`src/rtl/pulse_meter_if.sv`:
```
// pulse_meter_if: result/handshake bundle for pulse_meter.
//   highCount   - measured high time in clock cycles
//   periodCount - measured rise-to-rise period in clock cycles
//   saturated   - a counter held at full scale during this measurement
//   overrun     - one or more results were dropped before this one
//   measValid   - result valid (producer)
//   measReady   - consumer accepts result
// master: the meter (drives results); slave: the consumer.
interface pulse_meter_if #(
    parameter int CNT_W = 16
);
    logic [CNT_W-1:0] highCount;
    logic [CNT_W-1:0] periodCount;
    logic             saturated;
    logic             overrun;
    logic             measValid;
    logic             measReady;

    modport master (
        output highCount, periodCount, saturated, overrun, measValid,
        input  measReady
    );

    modport slave (
        input  highCount, periodCount, saturated, overrun, measValid,
        output measReady
    );
endinterface

```
`src/rtl/pulse_meter.sv`:
```
// pulse_meter: measures high time and full period (rise to rise) of an
// already synchronous, glitch-free line, in clock cycles, and offers each
// completed measurement on a valid/ready interface.
//
// Ports:
//   clk      - clock
//   rstN     - asynchronous active-low reset
//   enable   - measurement enable; low returns the FSM to IDLE
//   inData   - filtered input signal
//   meas     - pulse_meter_if.master: highCount, periodCount, saturated,
//              overrun, measValid out; measReady in
//   timeout  - (PULSE_METER_TIMEOUT_EN only) one-cycle pulse when a stalled
//              measurement is abandoned
//
// Optional feature macro: PULSE_METER_TIMEOUT_EN. When defined, a measurement
// with no input edge for TIMEOUT cycles is abandoned without a result.
module pulse_meter #(
    parameter int CNT_W   = 16,
    parameter int TIMEOUT = 65535
) (
    input  logic          clk,
    input  logic          rstN,
    input  logic          enable,
    input  logic          inData,
    pulse_meter_if.master meas
`ifdef PULSE_METER_TIMEOUT_EN
    ,
    output logic          timeout
`endif
);

    if (CNT_W < 2 || TIMEOUT < 1) begin : gBadParams
        $error("pulse_meter: CNT_W must be >= 2 and TIMEOUT >= 1");
    end

    typedef enum logic [1:0] {IDLE, HIGH, LOW} state_t;

    localparam logic [CNT_W-1:0] CNT_MAX = '1;

    state_t           state, stateNext;
    logic [CNT_W-1:0] cnt, cntNext;
    logic [CNT_W-1:0] highLatch, highLatchNext;
    logic             satFlag, satFlagNext;
    logic             prevIn;
    logic             rise, fall;
    logic             complete;

    // Completion stage: one register between the rise and the output slot.
    logic             cmpValid;
    logic [CNT_W-1:0] cmpHigh, cmpPeriod;
    logic             cmpSat;

    logic             overrunSticky;
    logic             loadRes, dropRes;

    // Counter step that sticks at full scale instead of wrapping.
    logic             cntAtMax;
    logic [CNT_W-1:0] cntInc;

    assign rise     = inData & ~prevIn;
    assign fall     = ~inData & prevIn;
    assign cntAtMax = (cnt == CNT_MAX);
    assign cntInc   = cntAtMax ? cnt : cnt + CNT_W'(1);

`ifdef PULSE_METER_TIMEOUT_EN
    localparam int IDLE_W = $clog2(TIMEOUT + 1);
    logic [IDLE_W-1:0] idleCnt;
    logic              timeoutHit;
`endif

    // NOTE: every signal assigned here gets a default first, so no path
    // through the case can leave one unassigned and infer a latch.
    always_comb begin
        stateNext     = state;
        cntNext       = cnt;
        highLatchNext = highLatch;
        satFlagNext   = satFlag;
        complete      = 1'b0;
`ifdef PULSE_METER_TIMEOUT_EN
        timeoutHit    = 1'b0;
`endif
        if (!enable) begin
            stateNext     = IDLE;
            cntNext       = '0;
            highLatchNext = '0;
            satFlagNext   = 1'b0;
        end else begin
            case (state)
                IDLE: begin
                    // The partial period before the first rise is discarded.
                    if (rise) begin
                        stateNext   = HIGH;
                        cntNext     = CNT_W'(1);
                        satFlagNext = 1'b0;
                    end
                end
                HIGH: begin
                    cntNext = cntInc;
                    if (cntAtMax) satFlagNext = 1'b1;
                    if (fall) begin
                        highLatchNext = cnt;
                        stateNext     = LOW;
                    end
                end
                LOW: begin
                    if (rise) begin
                        complete    = 1'b1;
                        cntNext     = CNT_W'(1);
                        satFlagNext = 1'b0;
                        stateNext   = HIGH;
                    end else begin
                        cntNext = cntInc;
                        if (cntAtMax) satFlagNext = 1'b1;
                    end
                end
                default: begin
                    stateNext = IDLE;
                    cntNext   = '0;
                end
            endcase
`ifdef PULSE_METER_TIMEOUT_EN
            // Abandon a measurement whose line has not moved for TIMEOUT cycles.
            if ((state == HIGH || state == LOW) && !rise && !fall &&
                idleCnt == IDLE_W'(TIMEOUT - 1)) begin
                stateNext     = IDLE;
                cntNext       = '0;
                highLatchNext = '0;
                satFlagNext   = 1'b0;
                timeoutHit    = 1'b1;
            end
`endif
        end
    end

    // NOTE: sequential state uses non-blocking assignments so every register
    // here samples the values from before the clock edge.
    always_ff @(posedge clk or negedge rstN) begin
        if (!rstN) begin
            state     <= IDLE;
            cnt       <= '0;
            highLatch <= '0;
            satFlag   <= 1'b0;
            prevIn    <= 1'b0;
        end else begin
            state     <= stateNext;
            cnt       <= cntNext;
            highLatch <= highLatchNext;
            satFlag   <= satFlagNext;
            prevIn    <= inData;
        end
    end

    // NOTE: result data registers are reset as well, so a reset mid-handshake
    // presents zeros rather than stale measurements.
    always_ff @(posedge clk or negedge rstN) begin
        if (!rstN) begin
            cmpValid  <= 1'b0;
            cmpHigh   <= '0;
            cmpPeriod <= '0;
            cmpSat    <= 1'b0;
        end else begin
            cmpValid <= complete;
            if (complete) begin
                cmpHigh   <= highLatch;
                cmpPeriod <= cnt;
                cmpSat    <= satFlag;
            end
        end
    end

    // A completed result loads when the slot is empty or is being emptied this
    // cycle; otherwise it is dropped and remembered as an overrun.
    assign loadRes = cmpValid && (!meas.measValid || meas.measReady);
    assign dropRes = cmpValid && meas.measValid && !meas.measReady;

    always_ff @(posedge clk or negedge rstN) begin
        if (!rstN) begin
            meas.measValid   <= 1'b0;
            meas.highCount   <= '0;
            meas.periodCount <= '0;
            meas.saturated   <= 1'b0;
            meas.overrun     <= 1'b0;
            overrunSticky    <= 1'b0;
        end else begin
            if (loadRes) begin
                meas.measValid   <= 1'b1;
                meas.highCount   <= cmpHigh;
                meas.periodCount <= cmpPeriod;
                meas.saturated   <= cmpSat;
                meas.overrun     <= overrunSticky;
                overrunSticky    <= 1'b0;
            end else if (meas.measValid && meas.measReady) begin
                meas.measValid <= 1'b0;
            end
            if (dropRes) overrunSticky <= 1'b1;
        end
    end

`ifdef PULSE_METER_TIMEOUT_EN
    always_ff @(posedge clk or negedge rstN) begin
        if (!rstN) begin
            idleCnt <= '0;
            timeout <= 1'b0;
        end else begin
            timeout <= timeoutHit;
            if (stateNext == IDLE || rise || fall) idleCnt <= '0;
            else                                   idleCnt <= idleCnt + IDLE_W'(1);
        end
    end
`endif

endmodule

```
`src/flat_wrapper.sv`:
```
// flat-port wrapper written by rule: the top's interface ports become plain ports
module pulse_meter_flat 
#(
    parameter int CNT_W   = 16,
    parameter int TIMEOUT = 65535
)
  (clk, rstN, enable, inData, meas_highCount, meas_periodCount, meas_saturated, meas_overrun, meas_measValid, meas_measReady);
  pulse_meter_if #(.CNT_W(CNT_W)) meas_i ();
  input  logic clk;
  input  logic rstN;
  input  logic enable;
  input  logic inData;
  output wire logic [$bits(meas_i.highCount)-1:0] meas_highCount;
  output wire logic [$bits(meas_i.periodCount)-1:0] meas_periodCount;
  output wire logic [$bits(meas_i.saturated)-1:0] meas_saturated;
  output wire logic [$bits(meas_i.overrun)-1:0] meas_overrun;
  output wire logic [$bits(meas_i.measValid)-1:0] meas_measValid;
  input wire logic [$bits(meas_i.measReady)-1:0] meas_measReady;
  assign meas_highCount = meas_i.highCount;
  assign meas_periodCount = meas_i.periodCount;
  assign meas_saturated = meas_i.saturated;
  assign meas_overrun = meas_i.overrun;
  assign meas_measValid = meas_i.measValid;
  assign meas_i.measReady = meas_measReady;
  pulse_meter #(.CNT_W(CNT_W), .TIMEOUT(TIMEOUT)) u_core (.clk(clk), .rstN(rstN), .enable(enable), .inData(inData), .meas(meas_i));
endmodule
```
`config.mk`:
```
export PLATFORM = sky130hd
export DESIGN_NAME = pulse_meter_flat
export DESIGN_NICKNAME = d
export VERILOG_FILES = /design/src/rtl/pulse_meter_if.sv /design/src/rtl/pulse_meter.sv /design/src/flat_wrapper.sv
export SDC_FILE = /design/constraint.sdc
export NUM_CORES = 1
export LEC_CHECK = 0
export ABC_AREA = 1
export CORE_MARGIN = 2
export CORE_UTILIZATION = 40
export DETAILED_ROUTE_END_ITERATION = 8
export PLACE_DENSITY = 0.58
export SLEW_MARGIN = 0
export SYNTH_ARGS = -nofsm -noshare
export SYNTH_HDL_FRONTEND = slang
export SYNTH_SLANG_ARGS = --single-unit
```
`constraint.sdc`:
```
create_clock -name clk -period 1.99 [get_ports clk]
set_input_delay 0.199 -clock clk [delete_from_list [all_inputs] [get_ports clk]]
set_output_delay 0.199 -clock clk [all_outputs]
set_load 0.01 [all_outputs]
```
==> metrics.log <==
INFO  metric post_synth_and_or_nand_nor_area_fraction = 0.230
INFO  metric area_growth_syn_to_layout = 19.4%
INFO  metric num_vias = 3483
INFO  metric cts_max_level = 3
INFO  metric drive_gt1_frac = 0.0861
INFO  metric met3WireLength = 244 µm
INFO  metric min_period_over_period = 0.862
INFO  metric total_leakage_power = 2.66 nW
INFO  metric grt_pass1_vias = 3479
INFO  metric timing.setup.critical_path_class = flop to flop
INFO  metric instances_no_fill = 712
INFO  metric cts.repair_timing.setup_buffer_count = 0
INFO  metric die-width = 111 µm
INFO  metric worstSkewPairLatency = 340 ps
INFO  metric synth-warning-count = 0
INFO  metric drv_slew = 0
INFO  metric drt_iter0_drc = 230
INFO  metric power.density_cell_area = 961 mW/mm²
INFO  metric post-place-cells = 696
INFO  metric seq_area_frac_synth = 0.580
INFO  metric min_path_type = input port to async pin
INFO  metric drcViolationCount = 0
INFO  metric num_io_pins = 40
INFO  metric final_nets = 576
INFO  metric ys_ff_latch = 106
INFO  metric tritoncts.num_buffers = 9
INFO  metric total_area_of_sequential_cells = 0.00265 mm²
INFO  metric worstPathCellList = inv_1 -> ha_1 -> nand2_1 -> inv_1 -> nand2_2 -> nand3_2 -> nor2_4 -> inv_1 -> a21oi_1 -> o21ai_1 -> nand2_1
INFO  metric wl = 9.65 mm
INFO  metric floorplan.die_area = 0.0123 mm²
INFO  metric cts-root-to-sink-buffers = 2
INFO  metric yosysUniqueCellTypes = 32
INFO  metric worst_path_most_repeated_cell = inv_1
INFO  metric post-route-min-period = 1720 ps
INFO  metric setup_tns = 0 ps
INFO  metric nFillCells = 1097
INFO  metric worst_setup_end_kind = flop
INFO  metric routed-wl-met2 = 4.30 mm
INFO  metric ir_drop_worst_vdd = 0.000651 V
INFO  metric core-area = 0.0113 mm²
INFO  metric multi_input_comb_area = 0.00160 mm²
INFO  metric critical_path.n_buffers_inverters = 3
INFO  metric dpl.hpwl = 6.72 mm
INFO  metric setup_violations = 0
INFO  metric totalPowerFinal = 5.25 mW
INFO  metric yosys.area_share.xor_xnor = 0
INFO  metric grt_first_pass_wirelength = 16.7 mm
INFO  metric syn_inst = 518
INFO  metric clock_skew = 6.10 ps
INFO  metric cp.required = 2270 ps
INFO  metric synth.mux.area_fraction = 0
INFO  metric synth-adder-area-share = 0.0164
INFO  metric rsz_0062_raised_after_global_routing = false
INFO  metric insertedDiodeCount = 0
INFO  metric grt_remaining_overflow = 0
INFO  metric avgSynthCellArea = 8.83 µm²
INFO  metric row_count = 39
INFO  metric portBuffers = 39
INFO  metric grt_start_max_net_pins = 50
INFO  metric cts_tree = done
INFO  metric drtAntennaViolNets = 0
INFO  metric max_stage_delay = 420 ps
INFO  metric cp_arrival = 2000 ps
INFO  metric drtPass1Iterations = 5
INFO  metric regToRegSetupSlack = 270 ps
INFO  metric worstPathMaxFanout = 10
INFO  metric cts-root-buf = clkbuf_16
INFO  metric avgRoutedWirePerCell = 13.6 µm
INFO  metric synthesized_net_count = 529
INFO  metric clkSlewWorstSetupHoldPaths = 70 ps
INFO  metric leading_cell_types_in_the_layout_fill_and_taps_excluded = 182 x nand2_1, 106 x dfrtp_1, 55 x inv_1
INFO  metric die_height = 111 µm
INFO  metric start_kind = flop
INFO  metric wl_on_met1 = 4.96 mm
INFO  metric timing.critical_path.slowest_stage_cell = dfrtp_1
INFO  metric globalRouteTotalUtil = 0.169
INFO  metric mostFrequentLayoutCell = nand2_1
INFO  metric synth_top_family_by_area = simple AND/OR/NAND/NOR gates
INFO  metric transition_time_at_the_pin_with_the_least_slew_margin = 703 ps
INFO  metric synth_edf_count = 0
INFO  metric syn_area = 0.00457 mm²
INFO  metric floorplan.initialDensity = 0.406
INFO  metric routed_via_density = 4.89
INFO  metric status = finished clean
INFO  metric cts.sink_count = 106
INFO  metric critical_path.top_delay_family = simple AND/OR/NAND/NOR gates
INFO  metric synth_compound_gate_area_share = 0.104
INFO  metric top_signal_layer_used = met4
INFO  metric layout.core_utilization = 0.485
INFO  metric max_slew_margin = 0.528
INFO  metric ys.flop_type = dfrtp_1
INFO  metric grt_antenna_before_repair = 0
INFO  metric fmax = 0.583 GHz
INFO  metric finalHoldViolations = 0
INFO  metric cap_violations = 0
INFO  metric async_flop_share = 1.00
INFO  metric place_congestion = 0.854
## per-layer routing
metal / up-vias / global-route usage
met5: - / 0
met4: 0 / 0.0625
met3: 11 / 0.0246
met2: 58 / 0.267
met1: 1657 / 0.238
li1: 1757 / -
## cell usage after synthesis (3+ instances only)
cell / instances / area share
nor2_2: 3 / 0.0041
o22ai_1: 9 / 0.012
ha_1: 6 / 0.016
o21ai_0: 43 / 0.047
nand2_1: 182 / 0.15
inv_2: 4 / 0.0033
nand4_1: 5 / 0.0068
dfrtp_1: 106 / 0.58
nor3_1: 4 / 0.0044
clkbuf_1: 10 / 0.0082
buf_2: 3 / 0.0033
inv_1: 55 / 0.045
nand2_2: 4 / 0.0055
buf_6: 3 / 0.0074
nor2_1: 12 / 0.0098
nand3_1: 25 / 0.027
a21oi_1: 7 / 0.0077
nor2_4: 3 / 0.0074
o21ai_1: 14 / 0.015
o31ai_1: 6 / 0.0098
## final timing paths
path	startpoint	to	cells after the start
setup / recovery	u_core.state[0]$_DFFE_PN0P_	u_core.cnt[6]$_DFFE_PN0P_	11
hold / removal	rstN	u_core.state[1]$_DFFE_PN0P_	2
setup reg to reg	u_core.state[0]$_DFFE_PN0P_	u_core.cnt[6]$_DFFE_PN0P_	11
hold reg to reg	u_core.cmpSat$_DFFE_PN0P_	u_core.meas.saturated$_DFFE_PN0P_	2
max in group asynchronous	rstN	u_core.meas.periodCount[5]$_DFFE_PN0P_	3
min in group clk	inData	u_core.prevIn$_DFF_PN0_	1
## layout make-up
type | instances | share of cell area
Clock inverter | 4 | 0.00504
Clock buffer | 11 | 0.0463
Inverter | 60 | 0.0417
Multi-Input combinational cell | 335 | 0.293
Tap cell | 143 | 0.0328
Sequential cell | 106 | 0.486
Timing Repair Buffer | 53 | 0.0953
## state kept, by name, indices dropped and copies added (netlist names)
| register | count |
|---|---|
| u_core.cmpHigh | 16 |
| u_core.cmpPeriod | 16 |
| u_core.cmpSat | 1 |
| u_core.cmpValid | 1 |
| u_core.cnt | 16 |
| u_core.highLatch | 16 |
| u_core.meas.highCount | 16 |
| u_core.meas.measValid | 1 |
| u_core.meas.overrun | 1 |
| u_core.meas.periodCount | 16 |
| u_core.meas.saturated | 1 |
| u_core.overrunSticky | 1 |
| u_core.prevIn | 1 |
| u_core.satFlag | 1 |
| u_core.state | 2 |
## kinds of logic after synthesis
family                   Yosys count
AO/OA/AOI/OAI                     86
adder cells (fa/ha/maj)            6
buffers and inverters             77
flip-flops                       106
AND/OR/NAND/NOR                  243
## through the flow
stage	cell area (µm²)	hold slack, ps	worst slack (ps)
global placement	5170	179	181
global route	5460	375	65.5
floorplan	4570	-96.6	471
detailed placement	5170	187	131
CTS	5460	353	154
finish	5460	340	274
## power breakdown
part           internal [mW]  switching (mW)  leakage (nW)
sequential              2.39           0.120          1.44
clock                  0.911           0.769         0.141
combinational          0.421           0.639          1.08
total                   3.72            1.53          2.66
## repair_timing
action / in CTS / in global routing
endpoints found under the setup margin: 0 / 9
hold buffers: 1 / 0
resized for setup: 0 / 2
hold endpoints to repair: 28 / 0
Note: power is estimated with default switching activity, not from simulation.
